`config.mk`:
```
export PLATFORM = sky130hd
export DESIGN_NAME = qos_wrr_scheduler_flat
export DESIGN_NICKNAME = d
export VERILOG_FILES = /design/src/rtl/qos_wrr_scheduler_pkg.sv /design/src/rtl/qos_wrr_scheduler_if.sv /design/src/rtl/qos_wrr_scheduler_arb_table.sv /design/src/rtl/qos_wrr_scheduler.sv /design/src/flat_wrapper.sv
export SDC_FILE = /design/constraint.sdc
export NUM_CORES = 1
export LEC_CHECK = 0
export CORE_MARGIN = 4
export CORE_UTILIZATION = 33
export DETAILED_ROUTE_END_ITERATION = 7
export SLEW_MARGIN = 40
export SYNTH_ARGS = -nofsm -noshare
export SYNTH_HDL_FRONTEND = slang
export SYNTH_HIERARCHICAL = 1
export SYNTH_SLANG_ARGS = --single-unit
```
`constraint.sdc`:
```
create_clock -name clk -period 2.7 [get_ports clk]
set_clock_uncertainty 0.15 [all_clocks]
set_input_delay 0.405 -clock clk [delete_from_list [all_inputs] [get_ports clk]]
set_output_delay 0.405 -clock clk [all_outputs]
set_load 0.01 [all_outputs]
```
`src/rtl/qos_wrr_scheduler_pkg.sv`:
```
// Shared types and constants for the QoS weighted round-robin read scheduler.
// Holds the FSM encoding, table entry layout and the reset-time table contents.
package qos_wrr_scheduler_pkg;
    localparam int QUEUE_QUANTITY = 4;
    localparam int TABLE_SIZE     = 8;
    localparam int MAX_WEIGHT     = 64;
    localparam int WW             = $clog2(MAX_WEIGHT) + 1;
    localparam int QW             = $clog2(QUEUE_QUANTITY);
    localparam int TW             = $clog2(TABLE_SIZE);

    typedef enum logic [1:0] {
        IDLE  = 2'd0,
        LOAD  = 2'd1,
        SERVE = 2'd2
    } state_e;

    typedef struct packed {
        logic [QW-1:0] vc;
        logic [WW-1:0] weight;
    } entry_t;

    // Reset table: entry i serves VC (i mod QUEUE_QUANTITY) once per visit.
    function automatic entry_t default_entry(input int idx);
        entry_t e;
        e.vc     = QW'(idx % QUEUE_QUANTITY);
        e.weight = WW'(1);
        return e;
    endfunction
endpackage

```
`src/rtl/qos_wrr_scheduler_if.sv`:
```
// Scheduler-facing bundle: FIFO status, pause, table programming and read controls.
// Handshake: a FIFO word is popped on every cycle its vc_rd_en bit is high; data_valid follows one cycle later.
interface qos_wrr_scheduler_if;
    import qos_wrr_scheduler_pkg::*;

    logic                      enb;
    logic [QUEUE_QUANTITY-1:0] vc_empty;
    logic [QUEUE_QUANTITY-1:0] vc_almost_full;
    logic                      pause_in;
    logic                      cfg_wr;
    logic [TW-1:0]             cfg_addr;
    logic [QW-1:0]             cfg_vc;
    logic [WW-1:0]             cfg_weight;
    logic [QUEUE_QUANTITY-1:0] vc_rd_en;
    logic [QW-1:0]             selector;
    logic                      data_valid;
    logic                      idle;
    logic [TW-1:0]             cur_entry;
    state_e                    dbg_state;

    modport master (
        output enb, vc_empty, vc_almost_full, pause_in,
        output cfg_wr, cfg_addr, cfg_vc, cfg_weight,
        input  vc_rd_en, selector, data_valid, idle, cur_entry, dbg_state
    );

    modport slave (
        input  enb, vc_empty, vc_almost_full, pause_in,
        input  cfg_wr, cfg_addr, cfg_vc, cfg_weight,
        output vc_rd_en, selector, data_valid, idle, cur_entry, dbg_state
    );
endinterface

```
`src/rtl/qos_wrr_scheduler_arb_table.sv`:
```
// Arbitration table: TABLE_SIZE x {vc, weight} registers, one synchronous write, one async read.
// Reset has priority over a coincident write so the table always comes up as the default.
module qos_arb_table
    import qos_wrr_scheduler_pkg::*;
(
    input  logic          clk,
    input  logic          rst,
    input  logic          wr_en_i,
    input  logic [TW-1:0] wr_addr_i,
    input  entry_t        wr_data_i,
    input  logic [TW-1:0] rd_addr_i,
    output entry_t        rd_data_o
);
    entry_t entries_q [TABLE_SIZE];

    always_ff @(posedge clk) begin
        if (!rst) begin
            for (int i = 0; i < TABLE_SIZE; i++) begin
                entries_q[i] <= default_entry(i);
            end
        end else if (wr_en_i) begin
            entries_q[wr_addr_i] <= wr_data_i;
        end
    end

    assign rd_data_o = entries_q[rd_addr_i];
endmodule

```
`src/rtl/qos_wrr_scheduler.sv`:
```
// Weighted round-robin read scheduler for the VC FIFOs: walks the arbitration table,
// grants one urgent read per table entry to almost-full VCs, and honours downstream pause.
module qos_wrr_scheduler
    import qos_wrr_scheduler_pkg::*;
(
    input logic                clk,
    input logic                rst,
    qos_wrr_scheduler_if.slave bus
);
    localparam logic [QUEUE_QUANTITY-1:0] RD_ONE = 1;

    state_e        state_q, state_d;
    logic [TW-1:0] ptr_q, ptr_d;
    logic [WW-1:0] credit_q, credit_d;
    logic [QW-1:0] cur_vc_q, cur_vc_d;
    logic          urgent_q, urgent_d;
    logic [QW-1:0] sel_q;
    logic          dv_q;
    logic          rd;
    logic [QW-1:0] urgent_vc;
    entry_t        tbl_entry;
    entry_t        wr_entry;

    always_comb begin
        wr_entry.vc     = bus.cfg_vc;
        wr_entry.weight = (bus.cfg_weight > WW'(MAX_WEIGHT)) ? WW'(MAX_WEIGHT) : bus.cfg_weight;
    end

    qos_arb_table u_table (
        .clk       (clk),
        .rst       (rst),
        .wr_en_i   (bus.cfg_wr),
        .wr_addr_i (bus.cfg_addr),
        .wr_data_i (wr_entry),
        .rd_addr_i (ptr_q),
        .rd_data_o (tbl_entry)
    );

    always_comb begin
        urgent_vc = '0;
        for (int i = QUEUE_QUANTITY - 1; i >= 0; i--) begin
            if (bus.vc_almost_full[i]) urgent_vc = QW'(i);
        end
    end

    always_comb begin
        state_d  = state_q;
        ptr_d    = ptr_q;
        credit_d = credit_q;
        cur_vc_d = cur_vc_q;
        urgent_d = urgent_q;
        rd       = 1'b0;
        if (!bus.enb) begin
            state_d  = IDLE;
            credit_d = '0;
        end else begin
            case (state_q)
                IDLE: begin
                    if (!(&bus.vc_empty)) state_d = LOAD;
                end
                LOAD: begin
                    if (&bus.vc_empty) begin
                        state_d = IDLE;
                    end else if ((|bus.vc_almost_full) && !urgent_q) begin
                        cur_vc_d = urgent_vc;
                        credit_d = WW'(1);
                        urgent_d = 1'b1;
                        state_d  = SERVE;
                    end else if (tbl_entry.weight == '0) begin
                        ptr_d = ptr_q + TW'(1);
                    end else begin
                        cur_vc_d = tbl_entry.vc;
                        credit_d = tbl_entry.weight;
                        urgent_d = 1'b0;
                        state_d  = SERVE;
                    end
                end
                SERVE: begin
                    rd = !bus.vc_empty[cur_vc_q] && !bus.pause_in;
                    if (rd) begin
                        credit_d = credit_q - WW'(1);
                        if (credit_q == WW'(1)) begin
                            state_d = LOAD;
                            // An urgent grant is an interjection; the table position stays put.
                            if (!urgent_q) ptr_d = ptr_q + TW'(1);
                        end
                    end else if (bus.vc_empty[cur_vc_q] && !bus.pause_in) begin
                        credit_d = '0;
                        ptr_d    = ptr_q + TW'(1);
                        state_d  = LOAD;
                    end
                end
                default: state_d = IDLE;
            endcase
        end
    end

    always_ff @(posedge clk) begin
        if (!rst) begin
            state_q  <= IDLE;
            ptr_q    <= '0;
            credit_q <= '0;
            cur_vc_q <= '0;
            urgent_q <= 1'b0;
            sel_q    <= '0;
            dv_q     <= 1'b0;
        end else begin
            state_q  <= state_d;
            ptr_q    <= ptr_d;
            credit_q <= credit_d;
            cur_vc_q <= cur_vc_d;
            urgent_q <= urgent_d;
            sel_q    <= cur_vc_q;
            dv_q     <= rd;
        end
    end

    assign bus.vc_rd_en   = rd ? (RD_ONE << cur_vc_q) : '0;
    assign bus.selector   = sel_q;
    assign bus.data_valid = dv_q;
    assign bus.idle       = (state_q == IDLE) && !dv_q;
    assign bus.cur_entry  = ptr_q;
    assign bus.dbg_state  = state_q;
endmodule
```
`src/flat_wrapper.sv`:
```
// flat-port wrapper written by rule: the top's interface ports become plain ports
module qos_wrr_scheduler_flat import qos_wrr_scheduler_pkg::*;
  (clk, rst, bus_enb, bus_vc_empty, bus_vc_almost_full, bus_pause_in, bus_cfg_wr, bus_cfg_addr, bus_cfg_vc, bus_cfg_weight, bus_vc_rd_en, bus_selector, bus_data_valid, bus_idle, bus_cur_entry, bus_dbg_state);
  qos_wrr_scheduler_if bus_i ();
  input logic clk;
  input logic rst;
  input wire logic [$bits(bus_i.enb)-1:0] bus_enb;
  input wire logic [$bits(bus_i.vc_empty)-1:0] bus_vc_empty;
  input wire logic [$bits(bus_i.vc_almost_full)-1:0] bus_vc_almost_full;
  input wire logic [$bits(bus_i.pause_in)-1:0] bus_pause_in;
  input wire logic [$bits(bus_i.cfg_wr)-1:0] bus_cfg_wr;
  input wire logic [$bits(bus_i.cfg_addr)-1:0] bus_cfg_addr;
  input wire logic [$bits(bus_i.cfg_vc)-1:0] bus_cfg_vc;
  input wire logic [$bits(bus_i.cfg_weight)-1:0] bus_cfg_weight;
  output wire logic [$bits(bus_i.vc_rd_en)-1:0] bus_vc_rd_en;
  output wire logic [$bits(bus_i.selector)-1:0] bus_selector;
  output wire logic [$bits(bus_i.data_valid)-1:0] bus_data_valid;
  output wire logic [$bits(bus_i.idle)-1:0] bus_idle;
  output wire logic [$bits(bus_i.cur_entry)-1:0] bus_cur_entry;
  output wire logic [$bits(bus_i.dbg_state)-1:0] bus_dbg_state;
  assign bus_i.enb = bus_enb;
  assign bus_i.vc_empty = bus_vc_empty;
  assign bus_i.vc_almost_full = bus_vc_almost_full;
  assign bus_i.pause_in = bus_pause_in;
  assign bus_i.cfg_wr = bus_cfg_wr;
  assign bus_i.cfg_addr = bus_cfg_addr;
  assign bus_i.cfg_vc = bus_cfg_vc;
  assign bus_i.cfg_weight = bus_cfg_weight;
  assign bus_vc_rd_en = bus_i.vc_rd_en;
  assign bus_selector = bus_i.selector;
  assign bus_data_valid = bus_i.data_valid;
  assign bus_idle = bus_i.idle;
  assign bus_cur_entry = bus_i.cur_entry;
  assign bus_dbg_state = bus_i.dbg_state;
  qos_wrr_scheduler u_core (.clk(clk), .rst(rst), .bus(bus_i));
endmodule
```
* Yosys cells after proc, flatten, opt, wreduce, memory -nomap -nowiden
Memory sizes are Yosys's and may differ from the RTL's. A register that Yosys moved wholly into a read port is not among the register bits.
Index checks and enable logic that the tools add are counted.
** Word-level totals
- Register bits after elaboration :: 18
- Bits in writable memories :: 72
- Input port bits :: 25
- Output and inout port bits :: 13
- Memories :: 1
** Cells by class
- $add $sub $neg :: 2
- Magnitude comparators :: 2
- Equal/unequal tests :: 13
- Shift operators :: 1
- Mux-type cells :: 45
- Bitwise logic cells :: 1
- Reductions and logical operators :: 19
** Memories
- u_core.u_table.entries_q :: words 8, bits a word 9, read ports 1, clocked after Yosys merged registers in 1, wr ports 8, line qos_wrr_scheduler_arb_table.sv:14 : entry_t entries_q [TABLE_SIZE];
** Operators with widths (count)
- 2-to-1 mux 7 bit :: 6
- 2-to-1 mux 3 bit :: 10
- 2-to-1 mux 2 bit :: 13
- AND reduction 4 bit :: 4
- case mux 7 bit (2 select lines) :: 1
- 2-to-1 mux 1 bit :: 10
- 2-to-1 mux 9 bit :: 1
- OR reduction 9 bit :: 1
- AND reduction 8 bit :: 1
- equality test 7 x 1 -> 1 bit, second input constant :: 1
- > comparator 7 bit, second input constant :: 1
- logical NOT 7 bit :: 1
- subtractor 7 x 1 -> 7 bit, second input constant :: 1
- inequality test 2 bit, second input constant :: 3
- inequality test 3 bit, second input constant :: 2
- case mux 2 bit (3 select lines) :: 1
- case mux 3 bit (2 select lines) :: 1
- logical AND 1 bit :: 4
- logical NOT 1 bit :: 4
- 2-to-1 mux 4 bit :: 1
- inequality test 2 x 1 -> 1 bit, second input constant :: 2
- inequality test 4 x 2 -> 1 bit, second input constant :: 1
- OR reduction 4 bit :: 1
- left shift 1 x 2 -> 4 bit, first input constant :: 1
- other kinds (11) :: 11

* Depth between registers and ports, before layout
Gate-level depths: netlist of run 1.
- Depth in word-level cells :: 8
- Depth in mapped cells :: 10
- Mapped depth without buffers :: 7

* Hierarchy
Netlist of run 1, hierarchy kept.
** By module, submodules not included
- qos_arb_table :: instances 1, cells each 215, area each 3329.4 µm²
- qos_wrr_scheduler :: instances 1, cells each 146, area each 1191.1 µm²

* Worst setup path after synthesis of run 1
OpenSTA, ideal clock, no wires.
- Kind :: reg-to-reg
- Start :: register u_core/bus.cur_entry[0] (netlist name)
- End :: register u_core.credit_q[3]
- Data arrival time :: 2.596 ns
- Slack :: -0.134 ns
- Cell stages (with the launch flop) :: 11
- Clock period less this slack :: 2.834 ns
- Cell sequence :: dfxtp_1 buf_6 buf_12 mux4_1 mux2_2 nor4_1 o211ai_2 a21oi_2 buf_4 a21oi_1 o32ai_2
** RTL lines
- end signal: assignment :: line qos_wrr_scheduler.sv:110 : credit_q <= credit_d;
- end: declaration :: line qos_wrr_scheduler.sv:14 : logic [WW-1:0] credit_q, credit_d;

==> results of run 1 <==
path summary, 6_finish.rpt:
| kind | slack [ps] | end | start | depth (start not counted) |
|---|---|---|---|---|
| worst min register to register | 350 | u_core/credit_q[6] | u_core/credit_q[6] | 2 |
| worst max register to register | 2 | u_core/credit_q[0] | u_core/bus.cur_entry[0] | 10 |
| worst min-delay path | 350 | u_core/credit_q[6] | u_core/credit_q[6] | 2 |
| worst max-delay path | 2 | u_core/credit_q[0] | u_core/bus.cur_entry[0] | 10 |
synth_stat cells, drive strengths merged:
master / number / area, sq um
nor2: 12 / 52.6
inv: 9 / 33.8
a32oi: 3 / 26.3
mux4: 18 / 473
and2: 5 / 33.8
nand2: 19 / 71.3
mux2: 10 / 116
o211ai: 1 / 12.5
and4b: 1 / 10.0
o32ai: 5 / 58.8
nor4: 3 / 25.0
buf: 9 / 81.3
and3b: 3 / 26.3
a21oi: 10 / 57.6
a31oi: 1 / 6.26
nor2b: 7 / 43.8
o22ai: 2 / 12.5
a22oi: 2 / 15.0
mux2i: 4 / 40.0
dfxtp: 18 / 360
or2: 2 / 12.5
o21ai: 12 / 60.1
nor3b: 1 / 12.5
edfxtp: 72 / 2160
clkinv: 6 / 22.5
nor3: 60 / 300
or3: 16 / 100
a221oi: 1 / 8.76
a311oi: 1 / 15.0
nand3b: 2 / 15.0
a21boi: 3 / 22.5
and4: 1 / 8.76
clkbuf: 20 / 75.1
ha: 3 / 37.5
nand2b: 6 / 37.5
nand3: 7 / 35.0
nand4: 3 / 18.8
a211oi: 1 / 7.51
and3: 2 / 12.5
area by class of cell:
cell class	instances	share of cell area, %
Clock inverter	7	1.31
Clock buffer	9	3.92
Tap cell	176	3.83
Sequential cell	90	43.9
Inverter	15	0.979
Timing Repair Buffer	80	13.4
Multi-Input combinational cell	227	32.7
state kept, by name (all words and copies together), names as in the netlist:
signal and count:
u_core/bus.dbg_state 2, u_core/cur_vc_q 2, u_core/bus.cur_entry 3, u_core/bus.selector 2, u_core/u_table/entries_q 72, u_core/urgent_q 1
u_core/bus.data_valid 1, u_core/credit_q 7
power by group:
part	total (W)	internal, W	switching [W]	leakage [nW]
registers	0.00159	0.00157	0.0000249	0.843
clock network	0.00126	0.000725	0.000531	0.146
logic	0.000340	0.000154	0.000186	0.948
total	0.00319	0.00245	0.000742	1.94
cells by family (layout without fill, tap and decap cells):
| family | count (synthesis) | after routing | share of synthesized area, % |
|---|---|---|---|
| AO/OA/AOI/OAI | 42 | 42 | 6.70 |
| adder cells (fa/ha/maj) | 3 | 3 | 0.830 |
| buffers and inverters | 44 | 111 | 4.70 |
| multiplexers | 32 | 32 | 13.9 |
| AND/OR/NAND/NOR | 150 | 150 | 18.0 |
| flip-flops | 90 | 90 | 55.8 |
critical path: cells and delay by family (launching register included):
family | cells | cell delay, ps
mux | 2 | 870
compound gates | 4 | 590
buf+inv | 3 | 390
flops | 1 | 360
simple gates | 1 | 230
metal layers:
| metal | vias to the layer above | wire [um] | track usage, % |
|---|---|---|---|
| li1 | 1514 | - | - |
| met1 | 1508 | 4770 | 18.9 |
| met2 | 127 | 5360 | 23.6 |
| met3 | 24 | 733 | 3.58 |
| met4 | 0 | 218 | 4.53 |
| met5 | - | 0 | 0 |
through the flow:
step                power (W)  hold WS, ps  utilization (%)  setup TNS, ps  cell area, sq um
CTS                   0.00320          330             42.4          -13.1              5650
detailed placement    0.00193          321             39.5           -693              5270
finish                0.00319          345             43.1              0              5750
floorplan             0.00178          299                -              0              4530
global placement      0.00192          311             39.5           -123              5270
global route          0.00331          375             43.1           -701              5750
timing repair:
action / in CTS / in global routing
gates cloned: 1 / 0
pin swaps: 5 / 5
endpoints found under the hold margin: 0 / 0
gates resized for setup: 23 / 18
buffers inserted: 5 / 1
setup endpoints to repair: 11 / 12
==> flow_metrics.py, run 1 <==
metrics = {
    "run_status": {
        "status": "complete, no violations",
    },
    "global_routing": {
        "grt_use_total_pct": 14.4,
        "grt_max_degree": 41,
        "gr-total-overflow": 0,
        "antenna_found_initial": 0,
        "grt_pass1_vias": 3257,
        "grt_pass1_wl_um": 17900,
    },
    "finish": {
        "fill_cells": 1231,
        "layout_commonest_cell": "edfxtp_1",
        "diodes": 0,
        "drive_gt1_share_pct": 23.1,
        "regArea_sq_um": 2520,
        "layout_common_cells": "72 x edfxtp_1, 59 x nor3_1, 33 x clkdlybuf4s50_1, 33 x buf_4, 19 x nand2_1",
        "multiInputGateArea_sq_um": 1880,
        "stdcell_count": 604,
        "area_growth_pct": 27.2,
        "nets": 451,
    },
    "sta": {
        "max_slew_margin_pct": 62.2,
        "finalSetupViolations": 0,
        "fin_crit_sh_pct": 99.9,
        "finalCriticalPeriod_ps": 2700,
        "fmax_mhz": 371,
        "worst_pin_slew_ps": 561,
        "rsz0062_at_grt": "true",
        "finalWorstSetupSlack_ps": 1.68,
        "maxSlewViolCount": 0,
        "finalHoldViolCount": 0,
    },
    "clock_network": {
        "cts_max_level": 3,
        "ctsRootBufferMaster": "clkbuf_16",
        "cts_made_buffers": 9,
        "ctsHoldBuffers": 0,
        "cts_buffer_depth": 2,
        "cts.sinks": 90,
        "tritoncts": "built",
        "clkLatencyLatePin_ps": 340,
        "clk_pin_slew_ps": 60,
    },
    "power": {
        "max-vdd-ir-drop_mv": 0.277,
        "power_density_nw_per_um2": 554,
        "leakage_nw": 1.94,
    },
    "floorplan": {
        "die_y_um": 125,
        "num_rows": 42,
        "die_w_um": 125,
        "fp.coreArea_sq_um": 13300,
        "die_area_sq_um": 15600,
        "start_util_pct": 33.9,
        "num_io_pins": 38,
    },
    "place": {
        "pre_cts_ws_ps": -138,
        "routabilityCongestion": 0.817,
        "io_buffer_count": 37,
        "placedCellCount": 581,
        "hpwlAfterDp_um": 7520,
    },
    "drt": {
        "drc": 0,
        "drt_iter0_markers": 327,
        "postRouteWirelength_um": 11100,
        "wl_per_cell_um": 18.3,
        "vias_per_cell": 5.25,
        "drt-pass1-iter-count": 5,
        "drtAntennaViolNets": 0,
        "vias": 3173,
    },
    "critical_path": {
        "crit_slowest_cell": "mux4_1",
        "crit_path_end_kind": "register",
        "crit_arrival_ps": 2780,
        "critPathLaunchType": "register",
        "cp_max_fo": 6,
        "slowest_delay_ps": 550,
        "path_cells": "buf_12, buf_8, mux4_1, mux2_2, nor3_4, o211ai_4, a21oi_4, buf_6, a21oi_1, a21boi_1",
        "worstSetupPathType": "register to register",
        "worstPathRequired_ps": 2780,
    },
    "synthesis": {
        "ys_ff_latch": 90,
        "syn_inst": 361,
        "synth_seq_area_share_pct": 55.8,
        "yosysUniqueCellTypes": 52,
        "synth.avg_cell_area_sq_um": 12.5,
        "yosysWarnings": 6,
        "netlist_area_sq_um": 4520,
        "syn_nets": 389,
    },
    "min_path": {
        "worstHoldPathType": "register to register",
    },
    "run": {
        "cap_violations": 0,
    },
}
Power figures use the tool's default switching activity.
==> inputs of run 2 (changes only) <==
Settings changed: CORE_ASPECT_RATIO set to 2.
==> run 2 against run 1 <==
Total power decreased by 1.0%. Clock power is essentially flat. Global-route usage decreased by 0.19 points. Register-to-register slack improved by 20 ps. Final cell count is 3.8% lower. First-iteration DRC count fell by 58%. Core utilization shrank 0.78 points. Clock-buffer cell count is the same. Sequential share of layout area up 0.58 points. Cell area fell by 1.2%.
==> flow_metrics.py, run 2 (synthesized netlist as in run 1, its figures left out) <==
metrics = {
    "sta": {
        "fin_crit_sh_pct": 99.3,
        "finalHoldViolCount": 0,
        "finalCriticalPeriod_ps": 2680,
        "worst_pin_slew_ps": 540,
        "maxSlewViolCount": 0,
        "tns_ps": 0,
        "rsz0062_at_grt": "true",
        "fmax_mhz": 373,
        "max_slew_margin_pct": 63.9,
        "finalSetupViolations": 0,
    },
    "drt": {
        "vias": 3224,
        "wl_per_cell_um": 19.6,
        "vias_per_cell": 5.55,
        "drt_iter0_markers": 137,
        "drtAntennaViolNets": 0,
        "drt-pass1-iter-count": 4,
        "postRouteWirelength_um": 11400,
        "drc": 0,
    },
    "finish": {
        "finish.utilization_pct": 42.3,
        "layout_common_cells": "72 x edfxtp_1, 59 x nor3_1, 34 x clkdlybuf4s50_1, 31 x buf_4, 19 x nand2_1",
        "largest_register_ffs": 72,
        "drive_gt1_share_pct": 23.9,
        "layout_commonest_cell": "edfxtp_1",
        "nets": 449,
        "diodes": 0,
        "area_growth_pct": 25.7,
        "design_area_sq_um": 5680,
        "largest_register": "u_core/u_table/entries_q",
    },
    "critical_path": {
        "crit_top_cell": "buf_6",
        "cp_top_family": "multiplexers",
        "crit_path_end_kind": "register",
        "r2r_start": "u_core/bus.cur_entry[0]",
        "crit_arrival_ps": 2780,
        "path_buf_inv": 4,
        "cp_max_fo": 8,
        "crit_slowest_cell": "mux4_2",
        "worstPathRequired_ps": 2790,
        "slowest_delay_ps": 500,
        "r2r_end": "u_core/credit_q[3]",
        "reg2reg_depth": 11,
        "path_cells": "buf_6, clkbuf_16, mux4_2, mux2_4, nor3_4, o211ai_2, a21oi_2, buf_6, buf_6, a21oi_2, o32ai_2",
        "r2r_slack_ps": 20,
        "critPathLaunchType": "register",
        "worstSetupPathType": "register to register",
    },
    "floorplan": {
        "die_area_sq_um": 15700,
        "num_io_pins": 38,
        "die_y_um": 174,
        "num_rows": 60,
        "fp.coreArea_sq_um": 13400,
        "start_util_pct": 33.6,
        "die_w_um": 90.8,
    },
    "place": {
        "routabilityCongestion": 0.906,
        "hpwlAfterDp_um": 8200,
        "io_buffer_count": 37,
        "dpl-instance-area_sq_um": 5220,
    },
    "clock_network": {
        "clk_pin_slew_ps": 70,
        "cts_buffer_depth": 2,
        "ctsRootBufferMaster": "clkbuf_16",
        "cts_max_level": 3,
        "cts.sinks": 90,
        "clkLatencyLatePin_ps": 340,
        "ctsHoldBuffers": 0,
        "cts_made_buffers": 9,
        "tritoncts": "built",
    },
    "power": {
        "p_total_w": 0.00316,
        "leakage_nw": 1.92,
        "max-vdd-ir-drop_mv": 0.385,
        "power_density_nw_per_um2": 555,
    },
    "global_routing": {
        "busiest_layer": "met2",
        "grt_use_met3_pct": 2.22,
        "antenna_found_initial": 0,
        "grt_max_degree": 41,
        "use_met1_pct": 14.6,
        "grt_use_total_pct": 14.2,
        "met2_usage_pct": 27.6,
        "gr-total-overflow": 0,
        "grt_pass1_vias": 3269,
        "grt_pass1_wl_um": 17500,
    },
    "min_path": {
        "holdPathEnd": "u_core/credit_q[5]",
        "worstHoldPathType": "register to register",
        "hold_depth": 2,
        "worstHoldStart": "u_core/credit_q[5]",
    },
    "run_status": {
        "status": "complete, no violations",
    },
    "run": {
        "cap_violations": 0,
    },
}
==> run 2: cell types whose count changed in the layout (fill, tap and decap cells not counted), moves of 2 or more <==
cell	before	now
mux2_2	5	3
o32ai_1	0	2
mux2_4	5	7
a21oi_4	2	0
buf_4	33	31
mux4_1	12	8
a21oi_2	3	5
mux4_2	6	10
o32ai_2	5	3
==> run 2: worst register-to-register path: stages, from the launching register on <==
cell,delay [ps]
dfxtp_4,370
buf_6,130
clkbuf_16,140
mux4_2,500
mux2_4,300
nor3_4,220
o211ai_2,150
a21oi_2,170
buf_6,160
buf_6,140
a21oi_2,60
o32ai_2,110
==> run 2: area by class of cell <==
class                           count  area [sq um]
Fill cell                        1204          7750
Sequential cell                    90          2530
Multi-Input combinational cell    227          1840
Timing Repair Buffer               78           769
Clock buffer                        9           225
Tap cell                          155           194
Clock inverter                      7          70.1
Inverter                           15          56.3
==> run 2: worst max-delay path by stage <==
stage,from,to,slack [ps],depth (start not counted)
floorplan,u_core/bus.cur_entry[0],u_core/credit_q[3],4,10
global placement,u_core/bus.cur_entry[0],u_core/credit_q[2],-130,10
detailed placement,u_core/bus.cur_entry[0],u_core/urgent_q,-200,9
CTS,u_core/bus.cur_entry[0],u_core/credit_q[1],8,9
global route,u_core/bus.cur_entry[0],u_core/credit_q[6],-80,11
finish,u_core/bus.cur_entry[0],u_core/credit_q[3],20,11
==> run 2: routing by layer <==
metal	wire [um]	share of wire, %
met3	410	3.6
met4	461	4.0
met5	0	0
met2	6530	57
met1	4010	35
==> run 2: what timing repair did <==
item	CTS	global route
buffers inserted	2	7
setup endpoints to repair	17	12
cloned	0	1
resized for setup	9	30
endpoints found under the hold margin	0	0
pin swaps	0	8
==> run 2: stage by stage <==
stage / setup WS, ps / cells / hold WS (ps)
3_5_place_dp: -203 / 555 / 326
4_1_cts: 8.25 / 573 / 338
5_1_grt: -79.3 / 581 / 369
2_1_floorplan: 4.41 / 361 / 299
3_3_place_gp: -130 / 555 / 321
6_report: 18.3 / 581 / 336
==> run 2: report_power, final <==
group / switching (W) / internal (W) / total (W)
logic: 0.000181 / 0.000152 / 0.000333
clock network: 0.000577 / 0.000652 / 0.00123
registers: 0.0000280 / 0.00157 / 0.00159
total: 0.000786 / 0.00237 / 0.00316
==> inputs of run 3 (changes only) <==
Settings changed: CELL_PAD_IN_SITES_DETAIL_PLACEMENT set to 1, CELL_PAD_IN_SITES_GLOBAL_PLACEMENT set to 1, CTS_CLUSTER_SIZE set to 24, PLACE_DENSITY set to 0.66.
==> run 3 against run 2 <==
Global-route usage is 1.8 points higher. Routed wire length rose by 6.0%. Worst hold slack improved by 9.5 ps. Die area unchanged. Critical endpoint is now u_core/credit_q[0]. Largest power group unchanged.
==> flow_metrics.py, run 3 (synthesized netlist as in run 1, its figures left out) <==
metrics = {
    "floorplan": {
        "num_rows": 60,
        "die_y_um": 174,
        "die_w_um": 90.8,
        "die_area_sq_um": 15700,
        "start_util_pct": 33.6,
        "num_io_pins": 38,
        "fp.coreArea_sq_um": 13400,
    },
    "drt": {
        "vias": 3217,
        "vias_per_cell": 5.57,
        "drtAntennaViolNets": 0,
        "postRouteWirelength_um": 12100,
        "drt-pass1-iter-count": 4,
        "wl_per_cell_um": 20.9,
        "drc": 0,
        "drt_iter0_markers": 136,
    },
    "clock_network": {
        "cts_buffer_depth": 2,
        "tritoncts": "built",
        "ctsRootBufferMaster": "clkbuf_16",
        "cts_max_level": 3,
        "clkLatencyLatePin_ps": 340,
        "cts.sinks": 90,
        "ctsHoldBuffers": 0,
        "clk_pin_slew_ps": 70,
        "cts_made_buffers": 9,
    },
    "sta": {
        "max_slew_margin_pct": 61.0,
        "worst_pin_slew_ps": 580,
        "finalWorstSetupSlack_ps": 63.4,
        "finalSetupViolations": 0,
        "fmax_mhz": 379,
        "maxSlewViolCount": 0,
        "finalHoldViolCount": 0,
        "finalCriticalPeriod_ps": 2640,
        "fin_crit_sh_pct": 97.7,
        "rsz0062_at_grt": "true",
    },
    "finish": {
        "largest_register": "u_core/u_table/entries_q",
        "fill_cells": 1385,
        "design_area_sq_um": 5600,
        "largest_register_ffs": 72,
        "layout_commonest_cell": "edfxtp_1",
        "regArea_sq_um": 2530,
        "drive_gt1_share_pct": 21.5,
        "diodes": 0,
        "layout_common_cells": "72 x edfxtp_1, 59 x nor3_1, 34 x clkdlybuf4s50_1, 34 x buf_4, 19 x nand2_1",
        "area_growth_pct": 23.9,
        "nets": 446,
        "finish.utilization_pct": 41.7,
        "multiInputGateArea_sq_um": 1840,
    },
    "critical_path": {
        "crit_slowest_cell": "mux4_2",
        "slowest_delay_ps": 510,
        "worstSetupPathType": "register to register",
        "crit_arrival_ps": 2700,
        "critPathLaunchType": "register",
        "path_cells": "buf_12, mux4_2, mux2_4, nor4_4, o211ai_4, a21oi_4, buf_4, a21oi_1, a21boi_1",
        "crit_path_end_kind": "register",
        "cp_top_family": "multiplexers",
        "r2r_slack_ps": 60,
        "cp_max_fo": 10,
        "worstPathRequired_ps": 2760,
        "path_buf_inv": 2,
    },
    "global_routing": {
        "grt_pass1_wl_um": 19400,
        "antenna_found_initial": 0,
        "grt_use_total_pct": 16.0,
        "grt_max_degree": 22,
        "gr-total-overflow": 0,
        "grt_pass1_vias": 3547,
    },
    "power": {
        "power_density_nw_per_um2": 570,
        "max-vdd-ir-drop_mv": 0.287,
        "leakage_nw": 1.87,
    },
    "place": {
        "hpwlAfterDp_um": 8950,
        "dpl-instance-area_sq_um": 5230,
        "pre_cts_ws_ps": -152,
        "routabilityCongestion": 0.846,
        "io_buffer_count": 37,
    },
    "run_status": {
        "status": "complete, no violations",
    },
    "run": {
        "cap_violations": 0,
    },
    "min_path": {
        "worstHoldPathType": "register to register",
    },
}
## run 3: worst min-delay path: cells and delay by family, from the launching register on
kind | cells | cell delay, ps
flip-flops | 1 | 330
AO/OA/AOI/OAI | 1 | 60
AND/OR/NAND/NOR | 1 | 60
## run 3: metal layers
| layer | vias to the layer above | GRT usage (%) | part of all wire, % |
|---|---|---|---|
| li1 | 1508 | - | - |
| met2 | 55 | 31.8 | 59 |
| met5 | - | 0 | 0 |
| met3 | 19 | 2.87 | 2.4 |
| met1 | 1635 | 15.7 | 36 |
| met4 | 0 | 6.59 | 2.7 |
## run 3: per-stage QoR
step	cells	setup TNS, ps	total power (W)	hold slack [ps]
2_1_floorplan	361	0	0.00178	299
3_3_place_gp	560	-348	0.00191	312
3_5_place_dp	560	-923	0.00193	333
4_1_cts	578	-1.48	0.00322	343
5_1_grt	578	-109	0.00332	368
6_report	578	0	0.00320	345
## run 3: worst paths after layout
kind,cells after the start,endpoint,startpoint
max,9,u_core/credit_q[0],u_core/bus.cur_entry[0]
min,2,u_core/credit_q[6],u_core/credit_q[6]
max reg2reg,9,u_core/credit_q[0],u_core/bus.cur_entry[0]
min reg2reg,2,u_core/credit_q[6],u_core/credit_q[6]
## run 3: area by class of cell
cell class,count,area share [%]
tap,155,3.46
sequential,90,45.1
clock buffer,10,4.09
inverter,15,1.01
multi-input combinational,227,32.8
timing repair buffer,75,12.2
clock inverter,6,1.27
## run 3: where the power goes
part / total, W / internal, W / switching [W] / leakage (nW)
sequential: 0.00159 / 0.00157 / 0.0000263 / 0.844
combinational: 0.000324 / 0.000144 / 0.000181 / 0.883
clock: 0.00128 / 0.000728 / 0.000550 / 0.140
## run 3: what timing repair did
action,in CTS,in global routing
setup endpoints to repair,13,14
hold endpoints to repair,0,0
buffers inserted,2,0
gates resized for setup,14,13
pin swaps,2,4
gates cloned,0,0
